===== config.mk =====
export PLATFORM = sky130hd
export DESIGN_NAME = trap_controller
export DESIGN_NICKNAME = d
export VERILOG_FILES = /design/src/rtl/trap_controller.sv
export SDC_FILE = /design/constraint.sdc
export NUM_CORES = 1
export LEC_CHECK = 0
export CORE_AREA = 3 3 100 126
export DETAILED_ROUTE_END_ITERATION = 6
export DIE_AREA = 0 0 103 129
export GPL_TIMING_DRIVEN = 0
export PLACE_DENSITY = 0.84
export SLEW_MARGIN = 20
export SYNTH_ARGS = -nofsm -noshare
export SYNTH_HDL_FRONTEND = slang
export SYNTH_SLANG_ARGS = --single-unit

===== constraint.sdc =====
create_clock -name clk -period 2.2 [get_ports clk]
set_input_delay 0.44 -clock clk [delete_from_list [all_inputs] [get_ports clk]]
set_output_delay 0.44 -clock clk [all_outputs]
set_load 0.005 [all_outputs]

===== src/rtl/trap_controller.sv =====
// Trap/MRET sequencer sitting in front of the CSR file: converts a one-cycle trap or MRET
// request into mepc/mcause writes and an mtvec/mepc read, then reports the redirect PC.
module trap_controller #(
    parameter int XLEN = 32
) (
    input  logic            clk,
    input  logic            reset,
    input  logic            clk_enable,
    input  logic            trap_valid,
    input  logic [XLEN-1:0] trap_cause,
    input  logic [XLEN-1:0] trap_pc,
    input  logic            mret_valid,
    input  logic            csr_ready,
    input  logic [XLEN-1:0] csr_read_data,
    output logic            csr_write_enable,
    output logic [11:0]     csr_write_address,
    output logic [XLEN-1:0] csr_write_data,
    output logic [11:0]     csr_read_address,
    output logic            trapped,
    output logic            trap_busy,
    output logic            trap_done,
    output logic [XLEN-1:0] trap_target_pc
);

    localparam logic [11:0] CSR_MTVEC  = 12'h305;
    localparam logic [11:0] CSR_MEPC   = 12'h341;
    localparam logic [11:0] CSR_MCAUSE = 12'h342;

    typedef enum logic [3:0] {
        IDLE,
        WR_EPC,
        GAP1,
        WR_CAUSE,
        GAP2,
        RD_VEC,
        RD_EPC,
        RD_WAIT,
        DONE
    } state_t;

    state_t          state;
    state_t          state_next;
    logic [XLEN-3:0] pc_q;
    logic [XLEN-1:0] cause_q;
    logic [XLEN-1:0] target_q;
    logic            mret_q;
    logic            accept_trap;
    logic            accept_mret;
    logic            capture;

    // MODE bits of mtvec are deliberately dropped; only direct mode is supported.
    logic unused_mode;
    assign unused_mode = ^csr_read_data[1:0];

    // NOTE: sequential state uses non-blocking assignments so every register samples
    // the pre-edge values, independent of statement order.
    always_ff @(posedge clk or negedge reset) begin
        if (!reset) begin
            state    <= IDLE;
            pc_q     <= '0;
            cause_q  <= '0;
            target_q <= '0;
            mret_q   <= 1'b0;
        end else if (clk_enable) begin
            state <= state_next;
            if (accept_trap) begin
                pc_q    <= trap_pc[XLEN-1:2];
                cause_q <= trap_cause;
                mret_q  <= 1'b0;
            end else if (accept_mret) begin
                mret_q <= 1'b1;
            end
            if (capture) begin
                target_q <= {csr_read_data[XLEN-1:2], 2'b00};
            end
        end
    end

    // NOTE: every output of this block is given a default first, so no path through
    // the case statement can leave a value unassigned and infer a latch.
    always_comb begin
        state_next        = state;
        accept_trap       = 1'b0;
        accept_mret       = 1'b0;
        capture           = 1'b0;
        csr_write_enable  = 1'b0;
        csr_write_address = '0;
        csr_write_data    = '0;
        csr_read_address  = '0;

        case (state)
            IDLE: begin
                // A trap outranks a coincident MRET.
                if (trap_valid) begin
                    accept_trap = 1'b1;
                    state_next  = WR_EPC;
                end else if (mret_valid) begin
                    accept_mret = 1'b1;
                    state_next  = RD_EPC;
                end
            end
            WR_EPC: begin
                csr_write_enable  = 1'b1;
                csr_write_address = CSR_MEPC;
                csr_write_data    = {pc_q, 2'b00};
                state_next        = GAP1;
            end
            GAP1: begin
                // Strobe drops for a cycle so the CSR file sees a fresh rising edge.
                state_next = WR_CAUSE;
            end
            WR_CAUSE: begin
                csr_write_enable  = 1'b1;
                csr_write_address = CSR_MCAUSE;
                csr_write_data    = cause_q;
                state_next        = GAP2;
            end
            GAP2: begin
                state_next = RD_VEC;
            end
            RD_VEC: begin
                csr_read_address = CSR_MTVEC;
                state_next       = RD_WAIT;
            end
            RD_EPC: begin
                csr_read_address = CSR_MEPC;
                state_next       = RD_WAIT;
            end
            RD_WAIT: begin
                csr_read_address = mret_q ? CSR_MEPC : CSR_MTVEC;
                if (csr_ready) begin
                    capture    = 1'b1;
                    state_next = DONE;
                end
            end
            DONE: begin
                state_next = IDLE;
            end
            default: begin
                state_next = IDLE;
            end
        endcase
    end

    assign trapped        = (state == WR_EPC) || (state == GAP1) ||
                            (state == WR_CAUSE) || (state == GAP2);
    assign trap_busy      = (state != IDLE);
    assign trap_done      = (state == DONE);
    assign trap_target_pc = target_q;

endmodule


==> results.txt <==
----------------------------------------------------
[Floorplan]
  Die Span Y ... 129 µm
  Total die area ... 0.01329 mm²
  Number of rows in the core area ... 44
  Number of top-level pins ... 194
  Die Width ... 103 µm
  Starting density of the core ... 39.25%
  Floorplan core area ... 0.01156 mm²

[Logic synthesis]
  Cell count after synthesis ... 301
  Sequential element share of the synthesized area ... 53.49%
  Syn avg cell area ... 15.08 µm²
  Yosys synthesis warning count ... 0
  Share of Yosys cell area claimed by the top area cell type ... 53.49%
  Leading cell types by total area after synthesis ... dfrtp_1, mux2_4, mux2_2
  Count of different cell masters after synthesis ... 32
  Number of flip-flops and latches in the synthesized netlist ... 97
  Library cell with the largest summed area after synthesis ... dfrtp_1
  Cell area after technology mapping ... 0.004538 mm²

[Clock tree]
  CTS H-tree depth ... 3
  CTS tree ... built
  Clock buffers created by TritonCTS ... 9
  Number of hold buffers added after CTS ... 0
  Root cell of the clock tree ... clkbuf_16
  Latest clock arrival within the worst-skew pair ... 0.33 ns
  Max Buffers Root-to-Sink ... 2
  Total clock sinks ... 97
  Clock slew seen by the registers of the worst setup and hold paths ... 0.07 ns

[Placement]
  Cell Area, Placed ... 0.006520 mm²
  Setup slack at placement ... -0.7634 ns
  RePlAce Congestion ... 0.8118
  HPWL after detailed placement ... 8.531 mm
  Port-buffer cells ... 173

[Global routing]
  Global route overflow ... 0
  Overall fraction of global-route tracks in use ... 18.38%
  Antenna violations before repair ... 0
  Largest net degree at the start of global routing ... 54
  Via count of the first global-routing pass ... 3595
  First-pass GRT wire length ... 18.86 mm

[Final layout]
  Share of layout cells above drive strength 1 ... 43.88%
  Post-route cell area ... 0.007233 mm²
  Synthesis-to-layout area growth ... 59.39%
  Number of nets in the finished design ... 645
  Antenna diode instance count ... 0

[Timing]
  Total of endpoints with negative setup slack in the final report ... 33
  Unrepaired setup endpoints after global routing ... yes
  Count of endpoints failing hold in the final timing report ... 0
  Portion of the clock cycle consumed by the worst path in the final layout ... 108.3%
  Max Slew Vio Count ... 0
  Upper clock frequency limit ... 419.6 MHz
  Min Clock Period, post-route ... 2.383 ns
  Fin worst setup slack ... -0.1834 ns
  Setup clock skew after layout ... 0.009722 ns

[Route]
  Overall routed net length ... 12.31 mm
  Via count ... 3341
  Antenna-violating nets left ... 0
  Detailed router's first-iteration violation count ... 76
  Drt pass-1 iters ... 4
  Avg WL per Cell ... 17.97 µm
  Total DRC errors in the routed layout ... 0
  Via-per-instance ratio ... 4.877

[Worst setup path]
  Critical path capture point type ... output port
  WP data arrival ... 1.94 ns
  Crit. Startpoint ... state[3]
  Worst-path maximum fanout ... 5
  Critical Path Start Type ... flop
  Setup Crit Path Kind ... flop to output port
  Data required time of the worst path ... 1.76 ns
  Crit Reg-Reg Startpoint ... state[3]

[Outcome]
  Result of the run ... finished, violations left
  Failing checks ... setup timing

[Power and ir drop]
  Maximum vdd drop ... 0.5337 mV
  Leakage dissipation ... 3.562 nW
  Power density over the cells ... 1261 mW/mm²

[Job]
  Max cap viols ... 0

[Hold path]
  Hold Crit Class ... primary input to async pin

----------------------------------------------------
metal layers:
layer | up-vias | GRT usage (%) | routed length, µm
met5 | - | 0 | 0
met3 | 8 | 3.037 | 729
met4 | 0 | 5.869 | 110
li1 | 1531 | - | -
met1 | 1664 | 22.41 | 4957
met2 | 138 | 32.72 | 6511
per-stage QoR:
stage | std cells | power, mW | utilization [%] | TNS [ns] | hold WS (ns)
CTS | 677 | 9.033 | 61.65 | -2.934 | 0.05865
detailed placement | 628 | 7.065 | 56.40 | -25.01 | 0.4274
global route | 685 | 9.661 | 62.56 | -6.373 | 0.07154
floorplan | 316 | 5.114 | - | 0 | 0.1444
global placement | 627 | 6.908 | 56.21 | -292.89 | 0.4885
finish | 685 | 9.120 | 62.56 | -3.632 | 0.05286
sequential cells by signal, indices dropped and copies added (netlist names):
signal and count:
trap_target_pc 30, state 4, mret_q 1, pc_q 30, cause_q 32
cells in the mapped netlist, drive strengths merged:
library cell  instances
nand2                 3
a21oi                 2
xor2                  1
conb                  1
clkbuf                4
nor4                  2
nor3                  2
and3b                 1
nand4b                1
nand2b                2
nand3                 1
and3                  2
o22ai                 1
nor3b                 1
mux2                 95
a21boi                1
a31oi                 2
or2                   1
nor2b                 3
o31a                  2
dfrtp                97
a22o                 30
and2                  2
inv                   2
buf                  36
nor2                  4
o21bai                1
o221ai                1
layout make-up:
class | instances | area, µm²
repair buffers | 216 | 2052
well taps | 138 | 172.7
clock inverters | 6 | 45.04
fillers | 887 | 4328
clock buffers | 9 | 225.2
inverters | 2 | 7.507
flip-flops and latches | 97 | 2431
plain buffers | 40 | 374.1
multi-input cells | 177 | 1926
critical path, stage by stage, from the launching register on:
cell and delay [ns]:
dfrtp_1 0.37, buf_6 0.13, nor3b_4 0.22, nor2b_4 0.22, buf_12 0.12, buf_8 0.10, buf_6 0.12, buf_6 0.09
a22o_1 0.14, buf_2 0.11
final timing paths:
check                                          end  slack, ns  depth (start not counted)
worst max-delay path             csr_write_data[4]      -0.18                          9
worst min-delay path                      pc_q[14]       0.05                          1
worst max register to register            pc_q[10]       0.13                          8
worst min register to register  trap_target_pc[16]       0.50                          1
max in group asynchronous                 state[1]       1.50                          2
min in group clk                trap_target_pc[16]       0.50                          1
layout by cell type, fill, tap and decap left out, types with 2 or more instances in the layout:
master and n:
clkbuf_16 11, buf_2 33, a21oi_1 2, dlygate4sd2_1 3, nand2_1 3, a22o_1 30
and3_1 2, dfrtp_1 94, dfrtp_2 3, buf_8 3, dlymetal6s2s_1 5, conb_1 16
nand2b_1 2, mux2_4 60, nor2b_4 2, mux2_2 35, buf_4 40, clkinvlp_4 3
clkbuf_2 2, o31a_1 2, inv_1 2, buf_12 5, buf_6 30, clkdlybuf4s50_1 131
nor2_1 3, a31oi_1 2
what timing repair did:
action,CTS,global route
endpoints found under the setup margin,46,41
pin swaps,25,16
buffers inserted,31,8
gates cloned,3,1
gates resized for setup,172,27
logic make-up after synthesis:
| logic type | Yosys count | share of synthesized area, % |
|---|---|---|
| and+or+nand+nor | 25 | 3.722 |
| buffers and inverters | 42 | 6.507 |
| xor gates and xnor gates | 1 | 0.1930 |
| muxes | 95 | 28.54 |
| DFF | 97 | 53.49 |
| other | 1 | 0.08263 |
| AOI/OAI and AO/OA | 40 | 7.472 |
power by group:
group / switching (mW) / internal (mW) / total [mW]
clock network: 0.664 / 0.764 / 1.43
registers: 0.504 / 2.65 / 3.16
logic: 1.48 / 3.06 / 4.54
total: 2.65 / 6.47 / 9.12
Power figures use the tool's default switching activity.
